## config.mk

```make
export PLATFORM = sky130hd
export DESIGN_NAME = mem_arbiter
export DESIGN_NICKNAME = d
export VERILOG_FILES = /design/src/rtl/mem_arbiter.sv
export SDC_FILE = /design/constraint.sdc
export NUM_CORES = 1
export LEC_CHECK = 0
export ABC_AREA = 1
export CAP_MARGIN = 15
export CORE_UTILIZATION = 38
export CTS_BUF_LIST = sky130_fd_sc_hd__clkbuf_4 sky130_fd_sc_hd__clkbuf_8 sky130_fd_sc_hd__clkbuf_16
export DETAILED_ROUTE_END_ITERATION = 10
export GPL_ROUTABILITY_DRIVEN = 0
export PLACE_DENSITY = 0.84
export SKIP_CTS_REPAIR_TIMING = 1
export SLEW_MARGIN = 10
export SYNTH_ARGS = -nofsm -noshare
export SYNTH_HDL_FRONTEND = slang
export SYNTH_SLANG_ARGS = --single-unit
```

## constraint.sdc

```tcl
create_clock -name clk -period 1.5 [get_ports clk]
set_input_delay 0.15 -clock clk [delete_from_list [all_inputs] [get_ports clk]]
set_output_delay 0.15 -clock clk [all_outputs]
set_load 0.03 [all_outputs]
```

## src/rtl/mem_arbiter.sv

```systemverilog
// ---------------------------------------------------------------------------
// mem_arbiter
//
// Shares one single-port synchronous RAM between a write requester (UART
// receive path) and a read requester (display path). Accesses are serialised
// and, when both sides request in the same idle cycle, the grant alternates
// round-robin. Read data comes back through a registered rd_data bus with a
// one-cycle rd_valid pulse.
//
// Ports:
//   clk        system clock, rising edge
//   rst        synchronous active-high reset
//   wr_req     write request, level, held until wr_ack
//   wr_addr    write address
//   wr_data    write data
//   wr_ack     one-cycle pulse: the write happens this cycle
//   rd_req     read request, level, held until rd_ack
//   rd_addr    read address
//   rd_ack     one-cycle pulse: the read has been accepted by the RAM
//   rd_valid   one-cycle pulse: rd_data was updated this cycle
//   rd_data    last word read, held until the next rd_valid
//   mem_addr   RAM address
//   mem_wen    RAM write enable
//   mem_ren    RAM read enable
//   mem_wdata  RAM write data
//   mem_rdata  RAM read data, valid one cycle after mem_ren
// ---------------------------------------------------------------------------
module mem_arbiter #(
    parameter int D_WIDTH = 8,
    parameter int A_WIDTH = 3
) (
    input  logic               clk,
    input  logic               rst,
    input  logic               wr_req,
    input  logic [A_WIDTH-1:0] wr_addr,
    input  logic [D_WIDTH-1:0] wr_data,
    output logic               wr_ack,
    input  logic               rd_req,
    input  logic [A_WIDTH-1:0] rd_addr,
    output logic               rd_ack,
    output logic               rd_valid,
    output logic [D_WIDTH-1:0] rd_data,
    output logic [A_WIDTH-1:0] mem_addr,
    output logic               mem_wen,
    output logic               mem_ren,
    output logic [D_WIDTH-1:0] mem_wdata,
    input  logic [D_WIDTH-1:0] mem_rdata
);

    typedef enum logic [1:0] {
        IDLE    = 2'd0,
        WR      = 2'd1,
        RD      = 2'd2,
        RD_WAIT = 2'd3
    } state_t;

    state_t state;
    state_t state_next;

    // prio = 0 means the write side wins the next contention, 1 means read.
    logic prio;
    logic grant_wr;
    logic grant_rd;

    // Grant decode: a lone request always wins; on contention prio decides.
    always_comb begin
        grant_wr = 1'b0;
        grant_rd = 1'b0;
        if (state == IDLE) begin
            grant_wr = wr_req && (!rd_req || !prio);
            grant_rd = rd_req && (!wr_req ||  prio);
        end
    end

    // State register.
    always_ff @(posedge clk) begin
        if (rst) begin
            state <= IDLE;
        end else begin
            state <= state_next;
        end
    end

    // Next-state logic: every busy state lasts exactly one cycle.
    always_comb begin
        state_next = state;
        case (state)
            IDLE: begin
                if (grant_wr) begin
                    state_next = WR;
                end else if (grant_rd) begin
                    state_next = RD;
                end
            end
            WR:      state_next = IDLE;
            RD:      state_next = RD_WAIT;
            RD_WAIT: state_next = IDLE;
            default: state_next = IDLE;
        endcase
    end

    // Output decode: acks and RAM enables follow the registered state, so
    // they are glitch-free and drop to 0 the cycle after a reset.
    always_comb begin
        mem_wen = (state == WR);
        wr_ack  = (state == WR);
        mem_ren = (state == RD);
        rd_ack  = (state == RD_WAIT);
    end

    // Datapath registers. The address and write data are captured at grant
    // time so the RAM sees stable values during the access cycle. prio is
    // flipped in the access cycle itself, which happens exactly once per
    // grant, so uncontested grants also hand priority to the other side.
    always_ff @(posedge clk) begin
        if (rst) begin
            prio      <= 1'b0;
            mem_addr  <= '0;
            mem_wdata <= '0;
            rd_data   <= '0;
            rd_valid  <= 1'b0;
        end else begin
            rd_valid <= 1'b0;
            if (grant_wr) begin
                mem_addr  <= wr_addr;
                mem_wdata <= wr_data;
            end else if (grant_rd) begin
                mem_addr  <= rd_addr;
            end
            case (state)
                WR: prio <= 1'b1;
                RD: prio <= 1'b0;
                RD_WAIT: begin
                    rd_data  <= mem_rdata;
                    rd_valid <= 1'b1;
                end
                default: ;
            endcase
        end
    end

endmodule

```

After elaboration in Yosys (flattened, before gate mapping)
Cells that the tools add are included.

cells by class
  equal/unequal tests = 4
  muxes and demuxes = 9
  reduce and logical (&&, ||, !) cells = 11

operator list
  cell                                                              number
  3-bit 2-to-1 mux                                                  2
  2-bit one-hot mux with 3 select lines                             1
  2-bit == test (second input constant)                             2
  2-bit 2-to-1 mux                                                  2
  2-bit nonzero test                                                2
  1-bit logical NOT                                                 3
  1-bit 2-to-1 mux                                                  3
  3-bit inequality test (second input constant)                     1
  2-bit by 1-bit == test with 1-bit output (second input constant)  1
  1-bit logical AND                                                 2
  2-bit logical NOT                                                 1
  1-bit logical OR                                                  2
  1-bit one-hot mux with 2 select lines                             1
  2-bit OR reduction                                                1

storage, ports and cells
  input port bits = 26
  logic and storage cells = 30
  output and inout bits = 24
  flip-flop bits (word level) = 23

Logic depth before layout (Yosys ltp)
  depth in word-level cells = 7
  depth in mapped cells = 10

Worst setup path before layout
OpenSTA, ideal clock, no wires.

  path type = register to register
  from = reg state[0]
  to = reg rd_data[4]
  path buffers = 0
  library setup time = 117 ps
  clock period less this slack = 1395 ps
  data required time = 1383 ps
  setup slack = 105 ps
  data arrival time = 1279 ps
  cell stages (with the launch flop) = 5
  cells stage by stage = dfxtp_1 ha_1 clkinv_1 nor2_1 nor2_1

on the way
  word-level cells in the longest chain between the ends = 1

RTL lines
  item                      line  source
  start: declaration        57    state_t state;
  start signal: assignment  80    state <= state_next;
  2-bit == test             -
  net rd_ack                40    output logic rd_ack,
  end signal: assignment    134   rd_data <= mem_rdata;
  end: declaration          42    output logic [D_WIDTH-1:0] rd_data,

The timed path passes the listed nets, and every way through them passes these cells.
A chain may end at the register's enable or synchronous reset.

Worst setup path in the final report
  from = reg mem_wdata[4]
  to = out mem_wdata[4]

RTL lines
  item                      line  source
  start: declaration        46    output logic [D_WIDTH-1:0] mem_wdata,
  start signal: assignment  126   mem_wdata <= wr_data;

No word-level cell between the ends.

==> flow_summary.toml <==
[cells_and_area]
layout.nets = 209
layout_common_cells = "34 x nor2_1, 28 x clkdlybuf4s50_1, 21 x dfxtp_1, 20 x dlymetal6s2s_1"
diodes = 0
final_area_sq_um = 1560
drive_gt1_share_pct = 8.99
fin_cells = 206
syn2layout_area_growth_pct = 64.8
layout_commonest_cell = "nor2_1"
num-fill-cells = 189

[synth]
synthesis.nets = 156
synth_top_family_by_area = "simple AND/OR/NAND/NOR gates"
synth-xor-area-share_pct = 0
synth_seq_cells = 23
ys_warn_count = 0
synth.area.mux_share_pct = 0
ys_seq_area_share_pct = 48.7
synth_cells = 126
ys_types = 17
netlist_area_sq_um = 946
avgSynthCellArea_sq_um = 7.51
synth-adder-area-share_pct = 5.29
synth_simple_gate_area_share_pct = 26.1
synth_compound_area_share_pct = 11.1

[sta]
skew_ps = 1.33
fmax_mhz = 683
setup_tns_ps = 0
relSlewSlack_pct = 76.9
finalHoldViolations = 0
worst_pin_slew_ps = 345
min_period_ps = 1460
slew_violations = 0
period_share_pct = 97.5
finalSetupViolCount = 0

[critical_path]
worstSetupPathType = "flop to primary output"
worst_path_max_delay_cell = "clkdlybuf4s50_1"
path_max_fanout = 2
required_ps = 1350
start_kind = "flop"
cp_cell_sequence = "clkdlybuf4s50_1"
end_kind = "primary output"
cp_num_buf_inv = 1
crit_family = "buffers and inverters"
slowest_delay_ps = 670
crit_arrival_ps = 1310

[floorplan]
io_pins = 50
die_w_um = 51.9
dieArea_sq_um = 2690
rows = 17
initial_utilization_pct = 41.6
core_sq_um = 2280
die_y_um = 51.9

[place]
io_buffers = 49
placed_area_sq_um = 1470
dp_cells = 202
hpwl_mm = 1.82

[clock_network]
path_clk_slew_ps = 120
cts_htree_levels = 1
cts_buffer_depth = 2
cts_tree = "done"
clk_latency_ps = 300
cts_buffers = 3
clk_root_buffer_cell = "clkbuf_4"
cts_sinks = 23

[run]
cap_violations = 0

[grt]
grt_pass1_vias = 915
grtUsageTotal_pct = 19.1
overflow = 0
grt_pass1_wl_mm = 3.90
grt_start_max_net_pins = 15
antenna_found_initial = 0

[min_path]
min_path_type = "input port to flop"

[power_and_ir_drop]
p_per_area_nw_per_um2 = 1150
ir_worst_vdd_mv = 0.730
leakage_nw = 1.02

[route]
route.detailed.drc = 0
dr.pass1.iters = 5
drt-total-wl_mm = 2.46
vias = 987
wire_per_inst_um = 11.9
drtIter0Drc = 18
ant_nets = 0
via_per_inst = 4.79

[status]
status = "finished clean"
where the power goes:
group	internal [mW]	switching (mW)	total [mW]
logic	0.313	0.445	0.758
clock network	0.0992	0.180	0.279
registers	0.709	0.0525	0.761
total	1.12	0.677	1.80
state kept, by name, indices dropped and copies added (netlist names):
name       count
prio           1
rd_data        8
state          2
mem_wdata      8
mem_addr       3
rd_valid       1
final cells by class:
type	count	area (sq um)	share of cell area (%)
well taps	28	35.0	2.25
inverters	15	57.6	3.69
flip-flops and latches	23	465	29.9
clock buffers	3	22.5	1.44
multi-input cells	84	413	26.5
repair buffers	52	561	36.0
clock inverters	1	5.00	0.321
cell usage after synthesis:
library cell,instances,area (sq um)
nand2_4,1,11.3
clkinv_2,1,5.00
o21ai_0,12,60.1
inv_1,12,45.0
ha_1,4,50.1
clkinv_1,1,3.75
inv_2,1,3.75
nand3_1,10,50.1
nand2_1,12,45.0
clkbuf_1,2,7.51
a21oi_1,1,5.00
nor2_1,34,128
buf_4,1,7.51
nand2_2,2,12.5
buf_6,1,11.3
dfxtp_1,23,460
o21ai_1,8,40.0
path summary, 6_finish.rpt:
kind         slack, ps          from  cells past startpoint           end
max reg2reg        160      state[0]                      8  mem_wdata[0]
max                 40  mem_wdata[4]                      1  mem_wdata[4]
min reg2reg        500  mem_wdata[6]                      2  mem_wdata[6]
min                400           rst                      2      rd_valid
metal layers:
layer | vias to the layer above | share of wire, % | GRT usage (%)
li1 | 498 | - | -
met2 | 37 | 53 | 36.1
met4 | 0 | 0.69 | 5.41
met3 | 2 | 7.2 | 3.80
met5 | - | 0 | 0
met1 | 450 | 39 | 21.2
cells by family (layout without fill, tap and decap cells):
group / count (synthesis) / in the layout
compound gates: 21 / 21
flops: 23 / 23
simple gates: 59 / 59
fa+ha+maj: 4 / 4
buf+inv: 19 / 71
per-stage QoR:
| stage | power, mW | hold WS, ps | setup slack [ps] | utilization, % |
|---|---|---|---|---|
| CTS | 1.80 | 398 | -325 | 65.6 |
| global placement | 1.50 | 462 | 103 | 64.4 |
| global route | 1.91 | 412 | -1.50 | 68.5 |
| finish | 1.80 | 396 | 36.9 | 68.5 |
| floorplan | 1.23 | 222 | 105 | - |
| detailed placement | 1.52 | 476 | 32.8 | 64.4 |
(Power assumes the default switching activity.)
